File: src/rtl/lpm_mac_multichan.sv
// lpm_mac_multichan: pipelined multi-channel multiply-accumulate.
// Time-multiplexed samples tagged with a channel id are multiplied through an
// LPM_PIPELINE-deep product pipeline. A single read-modify-write stage then
// updates the accumulator for that channel, and a dump emits the result.
//
// Handshake: in_valid qualifies a sample on any cycle with clken=1. There is no
// ready signal: the block accepts one sample per cycle and never stalls the
// source. out_valid is a one-clken-cycle pulse, also without ready. The consumer
// must take result/out_chan/overflow on the cycle that out_valid is high.
// clken=0 freezes every register, so all outputs hold.

module lpm_mac_multichan #(
  parameter int    LPM_WIDTHA         = 16,
  parameter int    LPM_WIDTHB         = 16,
  parameter int    LPM_WIDTHP         = 40,
  parameter int    LPM_CHANNELS       = 4,
  parameter int    LPM_CHW            = 2,
  parameter int    LPM_PIPELINE       = 2,
  parameter string LPM_REPRESENTATION = "SIGNED",
  parameter bit    LPM_SATURATE       = 1'b1
) (
  input  logic                  clock,
  input  logic                  aclr_n,
  input  logic                  clken,
  input  logic                  in_valid,
  input  logic [LPM_CHW-1:0]    in_chan,
  input  logic                  in_clear,
  input  logic                  in_dump,
  input  logic [LPM_WIDTHA-1:0] dataa,
  input  logic [LPM_WIDTHB-1:0] datab,
  output logic                  out_valid,
  output logic [LPM_CHW-1:0]    out_chan,
  output logic [LPM_WIDTHP-1:0] result,
  output logic                  overflow,
  output logic                  chan_err
);

  localparam int W  = LPM_WIDTHA + LPM_WIDTHB;
  localparam int P  = LPM_WIDTHP;
  localparam int NP = LPM_PIPELINE;
  localparam bit IS_SIGNED = (LPM_REPRESENTATION == "SIGNED");
  localparam logic [P-1:0] SAT_MAX = IS_SIGNED ? {1'b0, {(P-1){1'b1}}} : {P{1'b1}};
  localparam logic [P-1:0] SAT_MIN = {1'b1, {(P-1){1'b0}}};

  // An unknown representation is a configuration error: stop at elaboration.
  if (LPM_REPRESENTATION != "SIGNED" && LPM_REPRESENTATION != "UNSIGNED") begin : g_bad_repr
    $fatal(1, "lpm_mac_multichan: LPM_REPRESENTATION must be SIGNED or UNSIGNED");
  end

  // S0 input register
  logic                  s0_valid;
  logic                  s0_clear;
  logic                  s0_dump;
  logic [LPM_CHW-1:0]    s0_chan;
  logic [LPM_WIDTHA-1:0] s0_a;
  logic [LPM_WIDTHB-1:0] s0_b;
  logic                  chan_ok;

  assign chan_ok = (32'(in_chan) < LPM_CHANNELS);

  // Capture the sample. Out-of-range channels are dropped here and flagged.
  always_ff @(posedge clock or negedge aclr_n) begin
    if (!aclr_n) begin
      s0_valid <= 1'b0;
      s0_clear <= 1'b0;
      s0_dump  <= 1'b0;
      s0_chan  <= '0;
      s0_a     <= '0;
      s0_b     <= '0;
      chan_err <= 1'b0;
    end else if (clken) begin
      s0_valid <= in_valid && chan_ok;
      chan_err <= in_valid && !chan_ok;
      s0_clear <= in_clear;
      s0_dump  <= in_dump;
      s0_chan  <= in_chan;
      s0_a     <= dataa;
      s0_b     <= datab;
    end
  end

  // Full-width product. Because both operands are extended to W bits, the low
  // W bits of one unsigned multiply are correct for either representation.
  logic [W-1:0] a_ext;
  logic [W-1:0] b_ext;
  logic [W-1:0] prod_s0;

  // Extend operands and form the product feeding S1
  always_comb begin
    a_ext   = IS_SIGNED ? {{LPM_WIDTHB{s0_a[LPM_WIDTHA-1]}}, s0_a} : {{LPM_WIDTHB{1'b0}}, s0_a};
    b_ext   = IS_SIGNED ? {{LPM_WIDTHA{s0_b[LPM_WIDTHB-1]}}, s0_b} : {{LPM_WIDTHA{1'b0}}, s0_b};
    prod_s0 = a_ext * b_ext;
  end

  // S1..S_NP product pipeline
  logic [NP:1]        p_valid;
  logic [NP:1]        p_clear;
  logic [NP:1]        p_dump;
  logic [LPM_CHW-1:0] p_chan [1:NP];
  logic [W-1:0]       p_prod [1:NP];

  // Shift the product and its control tag down the pipeline
  always_ff @(posedge clock or negedge aclr_n) begin
    if (!aclr_n) begin
      p_valid <= '0;
      p_clear <= '0;
      p_dump  <= '0;
      for (int i = 1; i <= NP; i++) begin
        p_chan[i] <= '0;
        p_prod[i] <= '0;
      end
    end else if (clken) begin
      p_valid[1] <= s0_valid;
      p_clear[1] <= s0_clear;
      p_dump[1]  <= s0_dump;
      p_chan[1]  <= s0_chan;
      p_prod[1]  <= prod_s0;
      for (int i = 2; i <= NP; i++) begin
        p_valid[i] <= p_valid[i-1];
        p_clear[i] <= p_clear[i-1];
        p_dump[i]  <= p_dump[i-1];
        p_chan[i]  <= p_chan[i-1];
        p_prod[i]  <= p_prod[i-1];
      end
    end
  end

  // S_ACC: per-channel accumulators and sticky overflow flags
  logic [P-1:0]            acc [LPM_CHANNELS];
  logic [LPM_CHANNELS-1:0] sticky;
  logic [LPM_CHW-1:0]      acc_chan;
  logic [W-1:0]            cur_prod;
  logic [P-1:0]            base;
  logic [P:0]              base_ext;
  logic [P:0]              prod_ext;
  logic [P:0]              sum;
  logic                    ovf;
  logic [P-1:0]            new_acc;
  logic                    new_sticky;

  // Sum at P+1 bits, detect overflow, then clamp or wrap
  always_comb begin
    acc_chan   = p_chan[NP];
    cur_prod   = p_prod[NP];
    prod_ext   = IS_SIGNED ? {{(P+1-W){cur_prod[W-1]}}, cur_prod} : {{(P+1-W){1'b0}}, cur_prod};
    base       = p_clear[NP] ? '0 : acc[acc_chan];
    base_ext   = IS_SIGNED ? {base[P-1], base} : {1'b0, base};
    sum        = base_ext + prod_ext;
    ovf        = IS_SIGNED ? (sum[P] != sum[P-1]) : sum[P];
    if (ovf && LPM_SATURATE) begin
      // In signed mode, bit P carries the true sign of the sum.
      new_acc = (IS_SIGNED && sum[P]) ? SAT_MIN : SAT_MAX;
    end else begin
      new_acc = sum[P-1:0];
    end
    new_sticky = (!p_clear[NP] && sticky[acc_chan]) || ovf;
  end

  // Read-modify-write of the channel, or emit and zero it on dump
  always_ff @(posedge clock or negedge aclr_n) begin
    if (!aclr_n) begin
      for (int c = 0; c < LPM_CHANNELS; c++) begin
        acc[c] <= '0;
      end
      sticky    <= '0;
      out_valid <= 1'b0;
      out_chan  <= '0;
      result    <= '0;
      overflow  <= 1'b0;
    end else if (clken) begin
      out_valid <= p_valid[NP] && p_dump[NP];
      if (p_valid[NP]) begin
        if (p_dump[NP]) begin
          acc[acc_chan]    <= '0;
          sticky[acc_chan] <= 1'b0;
          out_chan         <= acc_chan;
          result           <= new_acc;
          overflow         <= new_sticky;
        end else begin
          acc[acc_chan]    <= new_acc;
          sticky[acc_chan] <= new_sticky;
        end
      end
    end
  end

endmodule

File: config.mk
export PLATFORM = sky130hd
export DESIGN_NAME = lpm_mac_multichan
export DESIGN_NICKNAME = d
export VERILOG_FILES = /design/src/rtl/lpm_mac_multichan.sv
export SDC_FILE = /design/constraint.sdc
export NUM_CORES = 1
export LEC_CHECK = 0
export BUFFER_PORTS_ARGS = -buffer_cell sky130_fd_sc_hd__buf_2
export CORE_UTILIZATION = 35
export DETAILED_ROUTE_END_ITERATION = 6
export PLACE_DENSITY = 0.49
export SYNTH_ARGS = -nofsm -noshare
export SYNTH_HDL_FRONTEND = slang
export SYNTH_SLANG_ARGS = --single-unit
File: constraint.sdc
create_clock -name clock -period 8.6 [get_ports clock]
set_clock_uncertainty 0.15 [all_clocks]
set_input_delay 1.29 -clock clock [delete_from_list [all_inputs] [get_ports clock]]
set_output_delay 1.29 -clock clock [all_outputs]
set_load 0.05 [all_outputs]
## After elaboration in Yosys (flattened, before gate mapping)

Index checks and enable logic that the tools add are counted.

- Register bits: 319
- Output and inout bits: 45

- Eq/ne operators: 1
- Add/subtract/negate cells: 1
- Reductions and logical operators: 8
- Multiplexer cells: 16
- Magnitude comparators: 4
- $mul: 1
- Bitwise operators: 5

Operators with widths:

| cell | number |
|---|---|
| 40-bit two-way mux | 6 |
| 160-bit bitwise AND | 1 |
| 160-bit bitwise mux | 1 |
| 160-bit two-way mux | 1 |
| 160-bit inverter | 1 |
| 40-bit binary-select mux with 2-bit select | 1 |
| 40-bit demux with 2-bit select | 1 |
| 40-bit by 32-bit adder with 41-bit output | 1 |
| 16-bit by 16-bit multiplier with 32-bit output | 1 |
| 4-bit bitwise AND | 1 |
| 4-bit bitwise mux | 1 |
| 1-bit logical AND | 4 |
| 4-bit two-way mux | 1 |
| 4-bit inverter | 1 |
| 3-bit >= comparator (second input constant) | 1 |
| 2-bit by 3-bit < comparator with 1-bit output (second input constant) | 1 |
| 3-bit by 1-bit < comparator with 1-bit output (second input constant) | 1 |
| 2-bit inverter with 3-bit output | 1 |
| 3-bit AND reduction | 1 |
| 1-bit binary-select mux with 2-bit select | 1 |
| 1-bit demux with 2-bit select | 1 |
| 2-bit by 1-bit >= comparator with 1-bit output (second input constant) | 1 |
| 1-bit two-way mux | 2 |
| 2-bit AND reduction | 1 |
| 3 further kinds | 3 |

## Depth between registers and ports, before layout

Gate-level depths: netlist (run 1).

- Depth in word-level cells: 10
- Gate-level depth with buffers: 24

## Worst setup path after synthesis (run 1)

Ideal clock, no wire load.

- Path type: register -> register
- Start: reg s0_a[15]
- End: reg p_prod[62] (netlist bit)
- Path buffers: 1
- Arrival time: 6.099 ns
- Cell stages (with the launch flop): 22
- Period minus slack after synthesis: 6.373 ns
- Slack: 2.227 ns
- Cell sequence: dfrtp_1 -> clkbuf_1 -> nand2_1 -> inv_1 -> fa_1 -> fa_1 -> fa_1 -> fa_1 -> fa_1 -> inv_1 -> fa_1 -> inv_1 -> ha_1 -> a21o_1 -> a21oi_1 -> nand2_1 -> o21ai_0 -> o21a_1 -> a31oi_1 -> a311oi_1 -> xnor2_1 -> mux2_2

- Word-level cells in the longest chain between the ends: 1

RTL lines:

| what | RTL line | source |
|---|---|---|
| start: declaration | 55 | `logic [LPM_WIDTHA-1:0] s0_a;` |
| start signal: assignment | 77 | `s0_a <= dataa;` |
| 16-bit by 16-bit multiplier with 32-bit output | 92 | `prod_s0 = a_ext * b_ext;` |
| end signal: indexed assignment | 123 | `p_prod[i] <= p_prod[i-1];` |
| end: declaration | 100 | `logic [W-1:0] p_prod [1:NP];` |

Every way passes these cells.
A chain may end at the register's enable or synchronous reset.

## Worst setup path in the final report (run 1)

- Start: reg s0_b[7]
- End: reg p_prod[57] (netlist bit)

- Word-level cells in the longest chain between the ends: 1

RTL lines:

| what | RTL line | source |
|---|---|---|
| start: declaration | 56 | `logic [LPM_WIDTHB-1:0] s0_b;` |
| start signal: assignment | 78 | `s0_b <= datab;` |
| 16-bit by 16-bit multiplier with 32-bit output | 92 |  |

Every way passes these cells.

==> flow_summary.json, run 1 <==
{
  "outcome": "completed",
  "required_ns": 8.91,
  "drc_errors": 0,
  "finalNetCount": 2950,
  "port_buffers": 83,
  "drive_gt1_frac": 0.147,
  "grt_pass1_wl_um": 111000,
  "die_width_um": 271,
  "clk_pin_slew_ns": 0.05,
  "cts.sink_count": 319,
  "dieArea_um2": 73400,
  "cts_buffers": 39,
  "synth_top_flop_cell": "dfrtp_1",
  "synth_top_family_by_area": "adder cells",
  "tns_ns": 0,
  "synthCells": 2504,
  "antenna_found_initial": 0,
  "n_antenna_cell": 0,
  "synthMuxAreaShare": 0.0833,
  "cp_common_cell": "fa_1",
  "cts-root-buf": "clkbuf_16",
  "yosysUniqueCellTypes": 69,
  "drt_iter0_drc": 1064,
  "avgSynthCellArea_um2": 10.1,
  "cts-hold-fix-buffers": 0,
  "syn_area_um2": 25300,
  "grt_pass1_vias": 19600,
  "rsz0062_at_grt": "false",
  "worstRegToRegCells": 22,
  "clockBufferDepth": 3,
  "ioPinCount": 85,
  "start_util": 0.354,
  "rows": 98,
  "place_inst": 3434,
  "timing.critical_path.from_type": "register",
  "drt_wl_total_um": 66200,
  "viasPerCell": 5.14,
  "cp-end-kind": "register",
  "ys_ff_latch": 319,
  "min_delay_path_depth": 2,
  "synthArstFlopShare": 1.00,
  "crit_chain": "nand2_1, fa_1, inv_1, fa_1, inv_1, fa_1, inv_1, fa_1, fa_1, inv_1, fa_1, inv_1, ha_1, a21o_1, a21o_1, a21oi_1, a221oi_1, a41oi_1, o21ai_0, a21oi_1, xnor2_1, mux2_2",
  "crit_arrival_ns": 7.36,
  "yosys.area_share.xor_xnor": 0.0208,
  "area_growth_pct": 9.90,
  "max_freq_mhz": 142,
  "maxCapViolCount": 0,
  "synth_nets": 2929,
  "gp_congestion": 0.883,
  "grt_max_degree": 80,
  "critPathMaxFanout": 17,
  "postRouteAntennaNets": 0,
  "min_period_over_period": 0.820,
  "grt_use_total": 0.191,
  "max_slew_margin": 0.263,
  "ys_warn_count": 0,
  "post_cts_resized": 0,
  "cts_tree": "built",
  "dp_slack_ns": 1.58,
  "ctsHtreeMaxLevel": 2,
  "period_minus_slack_ns": 7.05,
  "worst_pin_slew_ns": 1.10,
  "vias": 18000,
  "globalRouteOverflowTotal": 0,
  "coreArea_um2": 71500,
  "clk_latency_ns": 0.60,
  "fin_util": 0.389,
  "hold_viol_final": 0,
  "drtPass1Iterations": 5,
  "yosysSeqAreaShare": 0.315,
  "fp.dieH_um": 271,
  "setup_viol": 0,
  "wl_per_cell_um": 18.9,
  "maxSlewViolCount": 0,
  "crit_type": "reg -> reg",
  "reg2reg_slack_ns": 1.55,
  "hold_path.class": "reg -> reg",
  "fin_ws_ns": 1.55,
  "synth_fa_ha_area_frac": 0.268,
  "stdcell_count": 3501,
  "synth_edf_count": 0,
  "cp_slowest_cell": "a221oi_1",
  "dpl.hpwl_um": 47300,
  "cpPeakStageDelay_ns": 0.83,
  "synth-compound-area-share": 0.0969,
  "yosys.area_share.simple": 0.149,
  "post-cts-setup-buffer-count": 0
}
==> cell families after synthesis <==
kind of cell,count (synthesis)
AO/OA/AOI/OAI,424
XOR/XNOR,60
adder cells (fa/ha/maj),385
buffers and inverters,425
flip-flops,319
multiplexers,146
other,1
AND/OR/NAND/NOR,744
==> cells in the mapped netlist, drive strengths merged (3+ instances only) <==
master | n | area, µm²
o21ai | 244 | 1220
or2 | 6 | 37.5
buf | 42 | 254
o31ai | 6 | 45.0
fa | 263 | 5270
or3 | 8 | 55.1
inv | 301 | 1130
nor2b | 53 | 332
nor4 | 3 | 18.8
o22ai | 3 | 18.8
clkbuf | 82 | 308
o211a | 3 | 30.0
mux4 | 41 | 923
xor2 | 21 | 184
o21a | 12 | 90.1
mux2 | 104 | 1170
nor3 | 49 | 445
dfrtp | 319 | 7980
nor3b | 3 | 22.5
o211ai | 14 | 105
o311ai | 4 | 35.0
nand2b | 7 | 43.8
ha | 122 | 1530
a21o | 21 | 158
a211oi | 10 | 80.1
nand4 | 12 | 75.1
nor2 | 58 | 218
a21oi | 68 | 340
and2 | 130 | 816
or3b | 4 | 35.0
a21boi | 4 | 30.0
nand2 | 367 | 1380
nand3 | 23 | 120
o21bai | 5 | 37.5
and3 | 10 | 62.6
a31oi | 11 | 83.8
xnor2 | 39 | 342
nand3b | 4 | 30.0
==> cell type report <==
type | instances | area, µm²
Clock buffer | 54 | 1100
Tap cell | 950 | 1190
Multi-Input combinational cell | 1760 | 15700
Fill cell | 7108 | 43700
Clock inverter | 13 | 164
Timing Repair Buffer | 104 | 598
Inverter | 301 | 1130
Sequential cell | 319 | 7990
==> stage by stage <==
step	hold slack [ns]	area, µm²
after floorplan	0.293	25300
after global placement	0.305	26600
after detailed placement	0.315	26600
after CTS	0.328	27800
after global routing	0.345	27800
final	0.320	27800
==> cell usage in the layout (no fill, tap or decap), types with 10 or more instances in the layout <==
cell type and instances:
nand2_1 367, dfrtp_1 317, inv_1 301, fa_1 263, o21ai_0 195, and2_1 128, ha_1 122, mux2_2 104
buf_2 81, a21oi_1 68, nor2_1 58, nor2b_1 53, o21ai_1 49, mux4_2 41, nor3_2 40, xnor2_1 39
clkbuf_16 39, nand3_1 21, a21o_1 21, xor2_1 21, buf_4 21, o211ai_1 14, nand4_1 12, o21a_1 11
a31oi_1 10, and3_1 10
==> state kept, by name, summed over array words and instances, names as in the netlist, 4 cells and up <==
signal and flops:
result 40, s0_b 16, cur_prod 32, s0_a 16
acc 160, sticky 4, p_prod 32
==> worst paths after layout <==
path / start / end
min in group asynchronous: aclr_n / acc[100]
worst min register to register: acc[22] / acc[22]
worst max-delay path: s0_b[7] / p_prod[57]
worst min-delay path: acc[22] / acc[22]
max in group asynchronous: aclr_n / acc_chan[1]
worst max register to register: s0_b[7] / p_prod[57]
==> per-layer routing <==
layer | GRT usage | share of wire | vias to the layer above
li1 | - | - | 8223
met1 | 0.264 | 0.45 | 9329
met2 | 0.314 | 0.48 | 351
met3 | 0.0237 | 0.038 | 78
met4 | 0.0519 | 0.024 | 0
met5 | 0 | 0 | -
==> worst max-delay path, delay by kind of cell (launching register included) <==
kind	cells	cell delay, ns
simple gates	1	0.19
buf+inv	5	0.25
flops	1	0.77
mux	1	0.25
xor+xnor	1	0.13
fa+ha+maj	7	3.37
compound gates	7	1.81
Power of run 1 is not shown: default switching activity piles up to over one toggle a cycle in this logic, so the estimate is an artifact.
==> run 2: changes to the inputs <==
==> constraint.sdc (replaced) <==
create_clock -name clock -period 7.3 [get_ports clock]
set_clock_uncertainty 0.15 [all_clocks]
set_input_delay 1.095 -clock clock [delete_from_list [all_inputs] [get_ports clock]]
set_output_delay 1.095 -clock clock [all_outputs]
set_load 0.05 [all_outputs]
==> run 2 against run 1 <==
Die area did not move. Clock-buffer cell count grew 4. Critical path depth fell by 2. Sequential share of layout area shrank 0.23 points.
==> flow_summary.json, run 2 (synthesized netlist as in run 1, its figures left out) <==
{
  "largest_register_ffs": 160,
  "drt_wl_total_um": 67200,
  "postRouteAntennaNets": 0,
  "max_freq_mhz": 147,
  "post-cts-setup-buffer-count": 0,
  "crit_type": "reg -> reg",
  "clk_latency_ns": 0.58,
  "coreArea_um2": 71500,
  "cts-hold-fix-buffers": 0,
  "vias": 18000,
  "rsz0062_at_grt": "false",
  "dieArea_um2": 73400,
  "cp-end-kind": "register",
  "crit_arrival_ns": 7.10,
  "timing.critical_path.from_type": "register",
  "fillerInstances": 7179,
  "rows": 98,
  "period_minus_slack_ns": 6.80,
  "cts.sink_count": 319,
  "maxCapViolCount": 0,
  "final_area_um2": 28100,
  "dpl.hpwl_um": 47800,
  "area_growth_pct": 10.8,
  "critPathMaxFanout": 13,
  "wl_per_cell_um": 19.1,
  "final_common_cell": "nand2_1",
  "placed_cell_area_um2": 26700,
  "cts_buffers": 41,
  "worst_pin_slew_ns": 1.28,
  "drt_iter0_drc": 887,
  "hold_path.class": "reg -> reg",
  "top_regs": "acc: 160 flops, result: 40 flops",
  "globalRouteOverflowTotal": 0,
  "ctsHtreeMaxLevel": 2,
  "clk_pin_slew_ns": 0.06,
  "viasPerCell": 5.11,
  "finalNetCount": 2964,
  "fp.dieH_um": 271,
  "grt_use_total": 0.192,
  "tns_ns": 0,
  "outcome": "completed",
  "die_width_um": 271,
  "final_cell_mix": "367 x nand2_1, 316 x dfrtp_1, 301 x inv_1",
  "port_buffers": 83,
  "antenna_found_initial": 2,
  "ioPinCount": 85,
  "grt_max_degree": 158,
  "gp_congestion": 0.865,
  "whs_ns": 0.324,
  "hold_viol_final": 0,
  "drtPass1Iterations": 6,
  "drc_errors": 0,
  "cts-root-buf": "clkbuf_16",
  "maxSlewViolCount": 0,
  "cts_tree": "built",
  "setup_viol": 0,
  "start_util": 0.354,
  "drive_gt1_frac": 0.154,
  "grt_pass1_vias": 19800,
  "max_slew_margin": 0.147,
  "required_ns": 7.60,
  "clockBufferDepth": 3,
  "grt_pass1_wl_um": 111000,
  "largest-register": "acc",
  "min_period_over_period": 0.932
}
==> run 2: worst paths after layout <==
| check | start | to | slack, ns | cells after the start |
|---|---|---|---|---|
| worst max register to register | s0_b[2] | p_prod[62] | 0.50 | 20 |
| worst max-delay path | s0_b[2] | p_prod[62] | 0.50 | 20 |
| worst min register to register | acc[9] | acc[9] | 0.32 | 2 |
| worst min-delay path | acc[9] | acc[9] | 0.32 | 2 |
| min in group asynchronous | aclr_n | acc[127] | 0.44 | 1 |
| max in group asynchronous | aclr_n | acc_chan[1] | 5.11 | 2 |
==> run 2: cell type report <==
type                       instances  area [µm²]  area share
tap                              950        1190      0.0424
sequential                       319        7990       0.285
antenna                            1        2.50   0.0000892
multi-input combinational       1760       15700       0.558
clock inverter                    13         161     0.00575
inverter                         301        1130      0.0403
timing repair buffer             116         701      0.0250
clock buffer                      58        1220      0.0436
==> run 2: worst max-delay path, stage by stage (launching register included) <==
cell and delay (ns):
dfrtp_1 0.63, nand2_1 0.16, inv_1 0.11, fa_1 0.56, fa_1 0.83, fa_1 0.51
fa_1 0.52, fa_1 0.49, inv_1 0.05, fa_1 0.47, inv_1 0.04, ha_1 0.35
a21o_1 0.18, a21oi_1 0.28, nand2_1 0.12, o21ai_0 0.24, o21a_1 0.16, a31oi_1 0.09
a311oi_1 0.37, xnor2_1 0.11, mux2_2 0.26
==> run 2: repair_timing <==
action	CTS	global route
resized for setup	0	2
endpoints found under the setup margin	0	3
hold endpoints to repair	0	0
==> run 2: per-layer routing <==
layer / track usage / part of all wire
met4: 0.0558 / 0.026
met1: 0.258 / 0.46
met2: 0.323 / 0.48
met5: 0.00592 / 0.00076
met3: 0.0248 / 0.035
==> run 2: per-stage QoR <==
| step | std cells | setup WS, ns | util |
|---|---|---|---|
| after floorplan | 2504 | 0.927 | - |
| after global placement | 3446 | 0.510 | 0.373 |
| after global routing | 3517 | 0.0138 | 0.392 |
| final | 3518 | 0.495 | 0.393 |
| after CTS | 3517 | 0.322 | 0.392 |
| after detailed placement | 3446 | 0.388 | 0.373 |
Power of run 2 is left out for the same reason.
==> run 3: changes to the inputs <==
--- a/config.mk
+++ b/config.mk
@@ -6,6 +6,7 @@
 export NUM_CORES = 1
 export LEC_CHECK = 0
 export BUFFER_PORTS_ARGS = -buffer_cell sky130_fd_sc_hd__buf_2
+export CORE_MARGIN = 4
 export CORE_UTILIZATION = 35
 export DETAILED_ROUTE_END_ITERATION = 6
 export PLACE_DENSITY = 0.49
==> run 3 against run 2 <==
Clock-buffer cell count fell by 6. Cell area rose by 0.45%. Setup slack got worse by 0.11 ns. Critical path type unchanged. Largest cell class unchanged. Highest routed layer is now met4.
==> flow_summary.json, run 3 (synthesized netlist as in run 1, its figures left out) <==
{
  "path_delay_family": "adder cells",
  "worst_pin_slew_ns": 1.26,
  "final_common_cell": "nand2_1",
  "max_freq_mhz": 145,
  "final_cell_mix": "367 x nand2_1, 315 x dfrtp_1, 301 x inv_1",
  "coreArea_um2": 71600,
  "cts_buffers": 40,
  "grt_use_total": 0.179,
  "top_regs": "acc: 160 flops, result: 40 flops",
  "start_util": 0.354,
  "vias": 18000,
  "hold_path.class": "in -> async",
  "drc_errors": 0,
  "area_growth_pct": 11.3,
  "path_buf_inv": 3,
  "rsz0062_at_grt": "false",
  "ctsHtreeMaxLevel": 2,
  "min_period_over_period": 0.947,
  "grt_pass1_vias": 19400,
  "grt_pass1_wl_um": 110000,
  "antenna_found_initial": 0,
  "crit_type": "reg -> reg",
  "drive_gt1_frac": 0.157,
  "fillerInstances": 7129,
  "required_ns": 7.64,
  "max_slew_margin": 0.160,
  "wl_per_cell_um": 19.2,
  "finalNetCount": 2970,
  "drt_wl_total_um": 67600,
  "cts.sink_count": 319,
  "crit_arrival_ns": 7.25,
  "cts_tree": "built",
  "cp_common_cell": "fa_1",
  "rows": 98,
  "timing.critical_path.from_type": "register",
  "die_width_um": 277,
  "fp.dieH_um": 277,
  "grt_max_degree": 121,
  "hold_viol_final": 0,
  "tns_ns": 0,
  "clockBufferDepth": 3,
  "cpPeakStageDelay_ns": 0.82,
  "largest_register_ffs": 160,
  "cp_slowest_cell": "dfrtp_1",
  "port_buffers": 83,
  "setup_viol": 0,
  "drtPass1Iterations": 5,
  "dieArea_um2": 76700,
  "ioPinCount": 85,
  "critPathMaxFanout": 17,
  "dpl.hpwl_um": 49100,
  "outcome": "completed",
  "viasPerCell": 5.10,
  "drt_iter0_drc": 1002,
  "clk_pin_slew_ns": 0.06,
  "period_minus_slack_ns": 6.92,
  "post-cts-setup-buffer-count": 0,
  "maxSlewViolCount": 0,
  "cts-root-buf": "clkbuf_16",
  "postRouteAntennaNets": 0,
  "crit_chain": "nand2_1, fa_1, fa_1, fa_1, inv_1, fa_1, fa_1, inv_1, fa_1, inv_1, ha_1, a21o_1, a21o_1, a21oi_1, a221oi_1, a41oi_1, o21ai_0, a21oi_1, xnor2_1, mux2_2",
  "largest-register": "acc",
  "maxCapViolCount": 0,
  "cp-end-kind": "register",
  "gp_congestion": 0.890,
  "globalRouteOverflowTotal": 0,
  "clk_latency_ns": 0.60
}
-- run 3: cell count changes in the layout (fill, tap and decap cells not counted), sizes merged --
| cell | delta |
|---|---|
| inv | -1 |
| clkinvlp | -1 |
| bufinv | +3 |
| clkbuf | -6 |
| buf | +7 |
| clkinv | +7 |
-- run 3: area by class of cell --
type	instances	area [µm²]	share of cell area
multi-input combinational	1760	15700	0.556
sequential	319	7990	0.283
clock inverter	21	345	0.0123
tap	950	1190	0.0422
inverter	301	1130	0.0401
antenna	1	2.50	0.0000888
timing repair buffer	123	766	0.0272
clock buffer	52	1110	0.0392
-- run 3: worst paths after layout --
kind                               start    endpoint  slack (ns)  cells after the start
worst min-delay path              aclr_n    acc[101]        0.31                      1
worst max-delay path            s0_a[11]  p_prod[57]        0.38                     20
max in group asynchronous         aclr_n    s0_a[12]        5.28                      2
worst max register to register  s0_a[11]  p_prod[57]        0.38                     20
worst min register to register  s0_valid  p_valid[1]        0.32                      1
min in group clock              s0_valid  p_valid[1]        0.32                      1
-- run 3: per-stage QoR --
step	util	instance area, µm²	worst slack (ns)	cells	hold slack, ns
floorplan	-	25300	0.927	2504	0.293
global placement	0.373	26700	0.470	3453	0.306
detailed placement	0.373	26700	0.377	3453	0.315
CTS	0.394	28200	0.387	3526	0.298
global route	0.394	28200	0.0198	3526	0.336
finish	0.394	28200	0.385	3527	0.314
-- run 3: layer usage --
layer | routed length [µm] | GRT usage | vias up
li1 | - | - | 8274
met1 | 30300 | 0.243 | 9288
met2 | 32500 | 0.302 | 353
met3 | 3390 | 0.0336 | 75
met4 | 1310 | 0.0367 | 0
met5 | 0 | 0 | -
-- run 3: what timing repair did --
item / CTS / global route
hold buffers: 0 / 0
resized for setup: 0 / 2
endpoints found under the hold margin: 0 / 0
endpoints found under the setup margin: 0 / 2
Power of run 3 is left out for the same reason.
